==> src/rtl/led_strip_pkg.sv <==
// Shared types and helpers for the stopwatch-game LED strip driver.
package led_strip_pkg;

  typedef enum logic [1:0] {
    MODE_DOT = 2'b00,
    MODE_BAR = 2'b01,
    MODE_OFF = 2'b10
  } led_mode_t;

  typedef enum logic {
    ST_RUN  = 1'b0,
    ST_SHOW = 1'b1
  } led_state_t;

  // Segment <-> LED index mapping. The legacy order is its own inverse, so
  // the same function also turns an LED index back into its segment.
  function automatic int map_index(input int idx, input logic dir, input int led_num);
    if (dir) begin
      return idx;
    end
    return (idx == 0) ? 0 : (led_num - idx);
  endfunction

endpackage

==> src/rtl/led_pos_map.sv <==
// Turns the game counter into a segment number and an LED position.
module led_pos_map
  import led_strip_pkg::*;
#(
  parameter int LED_NUM = 10,
  parameter int CNT_LIM = 100,
  parameter int CW      = $clog2(CNT_LIM) + 1,
  parameter int LW      = $clog2(LED_NUM)
) (
  input  logic [CW-1:0] cnt_i,
  input  logic          dir_i,
  output logic          valid_o,
  output logic [LW-1:0] pos_o,
  output logic [CW-1:0] seg_o
);

  localparam int CNT_DELTA = CNT_LIM / LED_NUM;

  // Counter values past the last full segment have no LED position at all.
  always_comb begin
    seg_o   = cnt_i / CW'(CNT_DELTA);
    valid_o = (int'(cnt_i) < LED_NUM * CNT_DELTA);
    pos_o   = '0;
    if (valid_o) begin
      pos_o = LW'(map_index(int'(seg_o), dir_i, LED_NUM));
    end
  end

endmodule

==> src/rtl/led_strip_ctrl.sv <==
// LED strip driver: live position display, stop latch with scoring, and
// a fixed-length blink of the latched LED.
module led_strip_ctrl
  import led_strip_pkg::*;
#(
  parameter int LED_NUM    = 10,
  parameter int CNT_LIM    = 100,
  parameter int BLINK_DIV  = 25_000_000,
  parameter int HIT_BLINKS = 3
) (
  input  logic                         clk_i,
  input  logic                         rst_i,
  input  logic [$clog2(CNT_LIM):0]     cnt_i,
  input  logic [LED_NUM-1:0]           sw_i,
  input  logic [1:0]                   mode_i,
  input  logic                         dir_i,
  input  logic [$clog2(LED_NUM)-1:0]   target_i,
  input  logic                         stop_i,
  output logic [LED_NUM-1:0]           led_o,
  output logic                         hit_o,
  output logic                         busy_o
);

  localparam int CW = $clog2(CNT_LIM) + 1;
  localparam int LW = $clog2(LED_NUM);
  localparam int HW = (BLINK_DIV > 1) ? $clog2(BLINK_DIV) : 1;
  localparam int TW = $clog2(2 * HIT_BLINKS + 1);

  logic               map_valid;
  logic [LW-1:0]      map_pos;
  logic [CW-1:0]      map_seg;
  logic [LED_NUM-1:0] map_leds;
  logic               stop_hit;

  led_state_t         state_q, state_d;
  logic               phase_q, phase_d;
  logic [HW-1:0]      half_q, half_d;
  logic [TW-1:0]      tog_q, tog_d;
  logic [LW-1:0]      lpos_q, lpos_d;
  logic               lvalid_q, lvalid_d;
  logic               hit_d, busy_d;
  logic [LED_NUM-1:0] led_d;

  led_pos_map #(
    .LED_NUM(LED_NUM),
    .CNT_LIM(CNT_LIM),
    .CW     (CW),
    .LW     (LW)
  ) u_map (
    .cnt_i  (cnt_i),
    .dir_i  (dir_i),
    .valid_o(map_valid),
    .pos_o  (map_pos),
    .seg_o  (map_seg)
  );

  // Live strip pattern: a single dot, or every enabled LED up to the current segment.
  always_comb begin
    map_leds = '0;
    if (map_valid) begin
      for (int j = 0; j < LED_NUM; j++) begin
        if (mode_i == MODE_DOT) begin
          map_leds[j] = sw_i[j] && (j == int'(map_pos));
        end else if (mode_i == MODE_BAR) begin
          map_leds[j] = sw_i[j] && (map_index(j, dir_i, LED_NUM) <= int'(map_seg));
        end
      end
    end
  end

  // A stop scores only on a real, enabled LED matching the target.
  always_comb begin
    stop_hit = map_valid && (int'(target_i) == int'(map_pos)) && sw_i[map_pos];
  end

  // Next-state logic: RUN follows the map, SHOW blinks the latched LED.
  always_comb begin
    state_d  = state_q;
    phase_d  = phase_q;
    half_d   = half_q;
    tog_d    = tog_q;
    lpos_d   = lpos_q;
    lvalid_d = lvalid_q;
    hit_d    = hit_o;
    busy_d   = 1'b0;
    led_d    = map_leds;
    case (state_q)
      ST_RUN: begin
        if (stop_i) begin
          state_d  = ST_SHOW;
          lpos_d   = map_pos;
          lvalid_d = map_valid;
          hit_d    = stop_hit;
          phase_d  = 1'b1;
          half_d   = '0;
          tog_d    = '0;
          busy_d   = 1'b1;
          led_d    = map_valid ? (LED_NUM'(1) << map_pos) : '0;
        end
      end
      ST_SHOW: begin
        busy_d = 1'b1;
        if (half_q == HW'(BLINK_DIV - 1)) begin
          half_d  = '0;
          phase_d = ~phase_q;
          tog_d   = tog_q + 1'b1;
        end else begin
          half_d = half_q + 1'b1;
        end
        led_d = (phase_d && lvalid_q) ? (LED_NUM'(1) << lpos_q) : '0;
        if ((half_q == HW'(BLINK_DIV - 1)) && (tog_q == TW'(2 * HIT_BLINKS - 1))) begin
          state_d = ST_RUN;
          busy_d  = 1'b0;
          led_d   = '0;
        end
      end
      default: begin
        state_d = ST_RUN;
      end
    endcase
  end

  // State, blink counters and all outputs are registered.
  always_ff @(posedge clk_i or posedge rst_i) begin
    if (rst_i) begin
      state_q  <= ST_RUN;
      phase_q  <= 1'b0;
      half_q   <= '0;
      tog_q    <= '0;
      lpos_q   <= '0;
      lvalid_q <= 1'b0;
      hit_o    <= 1'b0;
      busy_o   <= 1'b0;
      led_o    <= '0;
    end else begin
      state_q  <= state_d;
      phase_q  <= phase_d;
      half_q   <= half_d;
      tog_q    <= tog_d;
      lpos_q   <= lpos_d;
      lvalid_q <= lvalid_d;
      hit_o    <= hit_d;
      busy_o   <= busy_d;
      led_o    <= led_d;
    end
  end

endmodule

==> config.mk <==
export PLATFORM = sky130hd
export DESIGN_NAME = led_strip_ctrl
export DESIGN_NICKNAME = d
export VERILOG_FILES = /design/src/rtl/led_strip_pkg.sv /design/src/rtl/led_pos_map.sv /design/src/rtl/led_strip_ctrl.sv
export SDC_FILE = /design/constraint.sdc
export NUM_CORES = 1
export LEC_CHECK = 0
export BUFFER_PORTS_ARGS = -buffer_cell sky130_fd_sc_hd__buf_2
export CAP_MARGIN = 10
export CORE_MARGIN = 2
export CORE_UTILIZATION = 45
export CTS_CLUSTER_SIZE = 12
export DETAILED_ROUTE_END_ITERATION = 7
export PLACE_DENSITY_LB_ADDON = 0.3
export SYNTH_ARGS = -nofsm -noshare
export SYNTH_HDL_FRONTEND = slang
export SYNTH_HIERARCHICAL = 1
export SYNTH_SLANG_ARGS = --single-unit
==> constraint.sdc <==
create_clock -name clk_i -period 6.2 [get_ports clk_i]
set_clock_uncertainty 0.1 [all_clocks]
set_input_delay 1.24 -clock clk_i [delete_from_list [all_inputs] [get_ports clk_i]]
set_output_delay 1.24 -clock clk_i [all_outputs]
set_load 0.1 [all_outputs]
# Yosys cells after proc, flatten, opt, wreduce, memory -nomap -nowiden
# Cells that the tools add are included.
word_totals:
  regBits: 46
  input_bits: 28
  out_inout_bits: 12
  wordCells: 170
classes:
  add_sub_neg: 3
  div: 1
  magnitude_cmp: 12
  n_eq_ne: 15
  shifts: 2
  mux: 98
  n_bitwise: 2
  reduce_logical: 29
ops:
  columns: ["operator", "n"]
  rows:
  - ["$mux W32", 39]
  - ["$le A32 B9 Y1", 10]
  - ["$mux W10", 5]
  - ["$mux W25", 2]
  - ["$pmux W25 S2", 1]
  - ["$mux W1", 32]
  - ["$add A25 B1 Y25 const B", 1]
  - ["$eq A25 B25 Y1 const B", 1]
  - ["$eq A4 B4 Y1 const A", 6]
  - ["$logic_and A1 B1 Y1", 24]
  - ["$mux W4", 6]
  - ["$pmux W10 S2", 1]
  - ["$shl A1 B4 Y10 const A", 2]
  - ["$mux W3", 6]
  - ["$div A8 B4 Y8 const B", 1]
  - ["$eq A3 B4 Y1 const A", 2]
  - ["$logic_not A8 Y1", 1]
  - ["$lt A8 B7 Y1 const B", 1]
  - ["$pmux W3 S2", 1]
  - ["$lt A4 B5 Y1 const B", 1]
  - ["$bmux W1 S4", 1]
  - ["$eq A2 B4 Y1 const A", 1]
  - ["$eq A4 B4 Y1", 1]
  - ["$logic_not A4 Y1", 1]
  - ["other kinds (11)", 15]

# Longest topological paths before layout
# Gate-level depths: netlist (run 1).
depth:
  ltp_word: 15
  ltp_mapped: 18
  ltp_nobuf: 15

# Cells and area by module
# The synthesis (run 1) kept the hierarchy.
modules_own_cells:
  columns: ["mod", "instances", "cells_per_inst", "area_per_inst_um2", "seq_area_each_um2"]
  rows:
  - ["led_strip_ctrl", 1, 341, 3041.7, 1151.1]
  - ["led_pos_map", 1, 92, 696.9, 0.0]

# Least setup slack after synthesis (run 1)
# Ideal clock, no wire load.
synth_timing:
  path_type: "in2reg"
  start: "input cnt_i[7]"
  end: "register hit_o"
  arrival_ns: 4.222
  t_required_ns: 5.977
  setup_slack_ns: 1.755
  cell_stages: 14
  n_path_buf: 1
  cell_sequence: "buf_6 -> maj3_2 -> a222oi_1 -> o221a_2 -> or2_1 -> a21oi_2 -> inv_1 -> ha_1 -> nor2b_1 -> a211oi_1 -> mux4_2 -> mux2i_1 -> o32ai_1 -> a32o_1"
synth_via:
  elab_chain_cells: 8
  word_cells_on_any_way: 13
synth_lines:
  columns: ["element", "line_no", "rtl"]
  rows:
  - ["from (decl)", "led_strip_ctrl.sv:13", "input logic [$clog2(CNT_LIM):0] cnt_i,"]
  - ["$div A8 B4 Y8 *", "led_pos_map.sv:21", "seg_o = cnt_i / CW'(CNT_DELTA);"]
  - ["named net map_seg[0]", "led_strip_ctrl.sv:31", "logic [CW-1:0] map_seg;"]
  - ["$sub A4 B4 Y4 / $logic_not A8 Y1 (equally long branches)", "led_strip_pkg.sv:21", "return (idx == 0) ? 0 : (led_num - idx);"]
  - ["$mux W4 * (2 in series)", "led_strip_pkg.sv:21", null]
  - ["$mux W4 *", "led_pos_map.sv:24", "if (valid_o) begin"]
  - ["named net map_pos[1]", "led_strip_ctrl.sv:30", "logic [LW-1:0] map_pos;"]
  - ["$bmux W1 S4 / $eq A4 B4 Y1 (equally long branches)", "led_strip_ctrl.sv:73", "stop_hit = map_valid && (int'(target_i) == int'(map_pos)) && sw_i[map_pos];"]
  - ["$mux W1 (not written as such) / $logic_and A1 B1 Y1 (equally long branches)", "led_strip_ctrl.sv:73", null]
  - ["$logic_and A1 B1 Y1 *", "led_strip_ctrl.sv:73", null]
  - ["to (signal assigned)", "led_strip_ctrl.sv:142", "hit_o <= hit_d;"]
  - ["to (decl)", "led_strip_ctrl.sv:20", "output logic hit_o,"]
# Mark *: on every way through the listed nets, which the timed path passes. The rest lies on a longest branch. The select of a mux whose other input is x is not followed.
# A chain may end at the register's enable or synchronous reset.

# Worst setup path in the final report (run 1)
layout_timing:
  start: "input cnt_i[7]"
  end: "register hit_o"
layout_via:
  elab_chain_cells: 8
  word_cells_on_any_way: 13
layout_lines:
  columns: ["element", "line_no"]
  rows:
  - ["$div A8 B4 Y8", "led_pos_map.sv:21"]
  - ["$sub A4 B4 Y4 / $logic_not A8 Y1 (equally long branches)", "led_strip_pkg.sv:21"]
  - ["$mux W4 (2 in series)", "led_strip_pkg.sv:21"]
  - ["$mux W4 *", "led_pos_map.sv:24"]
  - ["named net map_pos[0]", "led_strip_ctrl.sv:30"]
  - ["$bmux W1 S4 / $eq A4 B4 Y1 (equally long branches)", "led_strip_ctrl.sv:73"]
  - ["$mux W1 (not written as such) / $logic_and A1 B1 Y1 (equally long branches)", "led_strip_ctrl.sv:73"]
  - ["$logic_and A1 B1 Y1 *", "led_strip_ctrl.sv:73"]
# Marks and branches as above.

==> impl_results.md, run 1 <==
- Sink Count: 46
- Worst-Skew Late Latency: 0.30 ns
- Synthesized flop and latch total: 46
- Share of post-route cells with drive strength above 1: 0.185
- Overall power: 0.859 mW
- Residual DRC count: 0
- Run status: complete, no violations
- Vias in the first global route: 3,067
- Clock slew at reported path FFs: 0.09 ns
- Sequential cell area: 1150 um^2
- Die extent in x: about 95 um
- Hold_buf cts: 0
- Mapped Cells: 433
- Final setup violation count: 0
- Max Clk Rate: 206 MHz
- CP max stage delay: 0.76 ns
- CTS root buf: clkbuf_8
- Synth warnings: 6
- GR Util met2: 0.339
- CTS resizes: 0
- Mapped Area: 3740 um^2
- Final worst path period share: 0.783
- Final hold violation count: 0
- Placer Congestion: 0.900
- Fin. max-slew vios: 0
- Clk buf depth: 2
- Leakage power: roughly 1.7 nW
- Post-DP HPWL: 6370 um
- Via count: 3,402
- Core Region: 8130 um^2
- CTS H-Tree Depth: 2
- Worst slew margin: 0.345
- P&R area growth vs syn: 6.96%
- Starting Density: 0.460
- Final ANT Viol Nets: 0
- CTS Buf Count: 5
- Critical Path AT: 4.95 ns
- FP Rows: 33
- Multi-input logic area: 2340 um^2
- Global-route wire length before repair: 14,500 um
- Finished Layout Cells: 559
- GRT Residual Overflow: 0
- TNS Setup: 0 ns
- Via-to-Cell Ratio: slightly above 6
- Port bufs: 38
- Maximum vdd drop: between 100 and 150 uV
- Initial antenna violation count: 0
- Syn avg cell area: 8.63 um^2
- Most frequent cells in the layout: dfrtp_1 (46), nand2_1 (44), buf_2 (38)
- Avg WL per Cell: 15.7 um
- Largest net degree at the start of global routing: 47
- Global Route met1 Usage: 0.262
- Placed instance count: 551
- Commonest non-fill, non-tap cell in the layout: dfrtp_1
- Routing usage on met3: 0.0324
- Register area share after synthesis: 0.308
- Post-CTS Setup Repair Bufs: 0
- DRT iter0 DRCs: 114
- Critical path class: in2reg
- Die height: 95.2 um
- Ports: 40
- Ys async rst share: 1.00
- Fillers: 779
- Netlist cell types: 85
- Slew @ Worst Pin: ~0.98 ns
- Gr usage total: 0.199
- Worst path required time: 6.30 ns
- Worst-path maximum fanout: 18
- Tmin final: 4.86 ns
- Worst Setup Start Kind: input pin
- CTS tree: done
- PwrDens: roughly 210 nW/um^2
- Slowest CP cell: nor2_1
- ANT cells: 0
- Final nets: 492
- Crit path cell chain: buf_2 > maj3_2 > a222oi_1 > o221a_2 > or2_1 > a21oi_2 > ha_1 > inv_1 > o41ai_2 > nor2_1 > mux4_2 > mux2i_1 > o32ai_1 > a32o_1
- Hold Path Class: reg2reg
- Die area: 9050 um^2
- # Max-Cap Violations: 0
- RSZ-0062 raised after global routing: false
- EDFF count, synth: 0
- GR peak layer: met2
- Worst setup EP type: register
- DRT Pass-1 Iters: 5
- Post-Route WL: 8780 um
- Prevailing post-synth register cell: dfrtp_1
-- synthesized netlist by cell type, drive strengths merged, types with 4 or more instances --
master  instances  share of area
mux2i           5          0.013
o31ai           9          0.018
nand3          15          0.020
ha             11          0.037
nand2b          8          0.013
nor4            8          0.025
or3             9          0.016
a311oi          5          0.013
xor2            7          0.016
nor3            8          0.011
a41oi           6          0.014
nand2          45          0.046
dfrtp          46           0.31
a31oi          21          0.039
and3            6          0.010
xnor2           4         0.0094
o41ai           4          0.011
buf            17          0.037
clkbuf         13          0.013
nor2b           8          0.013
nor2           22          0.022
and2            5         0.0084
o21ai          25          0.035
a21o            5          0.010
or2             6          0.010
nand4           8          0.013
and4            4         0.0094
inv            20          0.020
a21oi          21          0.030
-- layout make-up --
type                            instances  area share
Clock buffer                            5      0.0172
Sequential cell                        46       0.288
Timing Repair Buffer                   41      0.0532
Multi-Input combinational cell        339       0.585
Clock inverter                          3     0.00532
Inverter                               20      0.0188
Tap cell                              105      0.0329
-- critical path, delay by kind of cell --
kind                     cells  cell delay (ns)
AO/OA/AOI/OAI                6             1.27
adder cells (fa/ha/maj)      2             0.52
AND/OR/NAND/NOR              2             0.89
buffers and inverters        2             0.27
multiplexers                 2             0.75
-- per-stage QoR --
step / hold WS, ns / worst slack [ns] / instance area, um^2 / util
after CTS: 0.390 / 1.31 / 4000 / 0.492
after global routing: 0.425 / 0.967 / 4000 / 0.492
final: 0.394 / 1.34 / 4000 / 0.492
after global placement: 0.361 / 1.00 / 3910 / 0.481
after detailed placement: 0.372 / 1.00 / 3910 / 0.481
after floorplan: 0.350 / 1.76 / 3750 / -
-- flip-flops by register name (all words and copies together), names as in the netlist --
signal and flops:
half_q 25, hit_o 1, led_o 10, lpos_q 4, lvalid_q 1, phase_q 1
state_q 1, tog_q 3
-- where the power goes --
group	total (mW)	switching, mW	leakage (nW)	internal, mW
clock network	0.187	0.108	0.0441	0.0793
logic	0.254	0.148	1.11	0.106
registers	0.418	0.0709	0.582	0.347
total	0.859	0.326	1.73	0.532
-- routing by layer --
layer  share of wire  vias to the layer above
li1                -                     1655
met1            0.44                     1646
met2            0.51                       93
met3           0.047                        8
met4           0.010                        0
met5               0                        -
-- cells by family (layout without fill, tap and decap cells) --
family	count (synthesis)	after routing	synth area share
multiplexers	10	10	0.0345
adder cells (fa/ha/maj)	13	13	0.0428
buffers and inverters	50	69	0.0699
flip-flops	46	46	0.308
AND/OR/NAND/NOR	176	176	0.275
other	1	3	0.00100
AO/OA/AOI/OAI	126	126	0.243
XOR/XNOR	11	11	0.0258
-- final timing paths --
path,start,endpoint,slack [ns],depth (start not counted)
max reg2reg,half_q[0],led_o[6],3.68,6
min,half_q[20],half_q[20],0.39,1
max,cnt_i[7],hit_o,1.34,14
min reg2reg,half_q[20],half_q[20],0.39,1
max in group asynchronous,rst_i,tog_q[1],4.36,2
min in group asynchronous,rst_i,half_q[0],1.04,2
(Power assumes the default switching activity.)
==> run 2: changes to the inputs <==
Clock period 6.2 ns to 4.7 ns, I/O delays scaled along.
==> impl_results.md, run 2 (synthesis gave the netlist of run 1 again) <==
- Die extent in x: 95.2 um
- Worst slew margin: 0.340
- Fillers: 762
- Placer Congestion: 0.890
- Leakage power: 1.79 nW
- Largest register by flop count: half_q
- Worst path required time: 4.76 ns
- P&R area growth vs syn: 9.27%
- Post-layout util: 0.502
- RSZ-0062 raised after global routing: false
- CTS root buf: clkbuf_8
- Avg WL per Cell: 15.6 um
- CTS H-Tree Depth: 2
- Slew @ Worst Pin: 0.977 ns
- Final worst path period share: 0.899
- Critical Path AT: 4.29 ns
- Sink Count: 46
- Tmin final: 4.23 ns
- Maximum vdd drop: ~120 uV
- Clock slew at reported path FFs: 0.09 ns
- Via count: roughly 3,500
- Worst-Skew Late Latency: around 0.3 ns
- DRT Pass-1 Iters: 5
- Worst setup EP type: register
- FP Rows: 33
- # Max-Cap Violations: 0
- Max reg flops: 25
- CTS Buf Count: 5
- Core Region: 8130 um^2
- DRT iter0 DRCs: 154
- CTS resizes: 0
- Biggest regs: half_q (25), led_o (10), lpos_q (4)
- Max Clk Rate: 237 MHz
- ANT cells: 0
- Residual DRC count: 0
- Post-CTS Setup Repair Bufs: 0
- TNS Setup: 0 ns
- Clk buf depth: 2
- Hold_buf cts: 0
- Multi-input logic area: 2340 um^2
- Vias in the first global route: 3,256
- Share of post-route cells with drive strength above 1: 0.204
- Worst Setup Start Kind: input pin
- CTS tree: done
- R2r setup slk: 2.22 ns
- Hold Path Class: reg2reg
- Largest net degree at the start of global routing: 47
- Post-Route WL: between 8000 and 9000 um
- Initial antenna violation count: 0
- Sequential cell area: 1150 um^2
- GRT Residual Overflow: 0
- Post-DP HPWL: 6580 um
- Final nets: between 500 and 600
- Worst-path maximum fanout: 14
- Ports: 40
- Final hold violation count: 0
- Die area: 9050 um^2
- Most frequent cells in the layout: dfrtp_1 (46), nand2_1 (44), buf_2 (38)
- Die height: 95.2 um
- Final setup violation count: 0
- PwrDens: 284 nW/um^2
- Critical path class: in2reg
- Fin. max-slew vios: 0
- Starting Density: 0.460
- Port bufs: 38
- Commonest non-fill, non-tap cell in the layout: dfrtp_1
- Run status: complete, no violations
- Gr usage total: 0.203
- Global-route wire length before repair: ~15,000 um
- Via-to-Cell Ratio: 6.05
- Final ANT Viol Nets: 0
[run 2: cell types whose count changed in the layout (fill, tap and decap cells not counted), sizes merged]
cell and change:
clkinv -1, buf +11, inv +1
[run 2: final timing paths]
check | start | end | cells after the start
setup reg to reg | half_q[0] | led_o[3] | 6
setup / recovery | cnt_i[3] | led_o[7] | 16
max in group asynchronous | rst_i | half_q[14] | 2
min in group asynchronous | rst_i | half_q[11] | 2
hold / removal | lvalid_q | lvalid_q | 1
hold reg to reg | lvalid_q | lvalid_q | 1
[run 2: layer usage]
| layer | share of wire | global-route usage | routed length [um] |
|---|---|---|---|
| met3 | 0.050 | 0.0253 | 441 |
| met4 | 0.016 | 0.0556 | 142 |
| met2 | 0.49 | 0.339 | 4380 |
| met1 | 0.44 | 0.278 | 3910 |
| met5 | 0 | 0 | 0 |
[run 2: where the power goes]
group	switching [mW]	internal (mW)	total, mW
sequential	0.0959	0.457	0.553
combinational	0.199	0.152	0.352
clock	0.149	0.108	0.257
[run 2: final cells by class]
type,instances,area share
Multi-Input combinational cell,339,0.572
Sequential cell,46,0.282
Timing Repair Buffer,52,0.0723
Tap cell,105,0.0322
Inverter,20,0.0184
Clock buffer,5,0.0168
Clock inverter,3,0.00613
[run 2: stage by stage]
stage / worst slack (ns) / total power [mW] / area [um^2] / hold WS [ns] / cells
3_5_place_dp: 0.180 / 0.910 / 3990 / 0.377 / 562
4_1_cts: 0.494 / 1.16 / 4090 / 0.406 / 570
6_report: 0.473 / 1.16 / 4090 / 0.410 / 570
2_1_floorplan: 0.555 / 0.813 / 3750 / 0.350 / 435
5_1_grt: 0.196 / 1.23 / 4090 / 0.439 / 570
3_3_place_gp: 0.250 / 0.893 / 3990 / 0.362 / 562
[run 2: critical path, stage by stage]
cell	delay (ns)
buf_2	0.18
maj3_2	0.32
a222oi_1	0.36
o221a_2	0.32
or2_1	0.13
a21oi_2	0.07
ha_1	0.18
inv_1	0.06
o41ai_2	0.11
or2_1	0.23
mux2i_1	0.55
and4b_1	0.29
nor2_1	0.09
a31oi_1	0.05
a32oi_1	0.29
o31ai_1	0.12
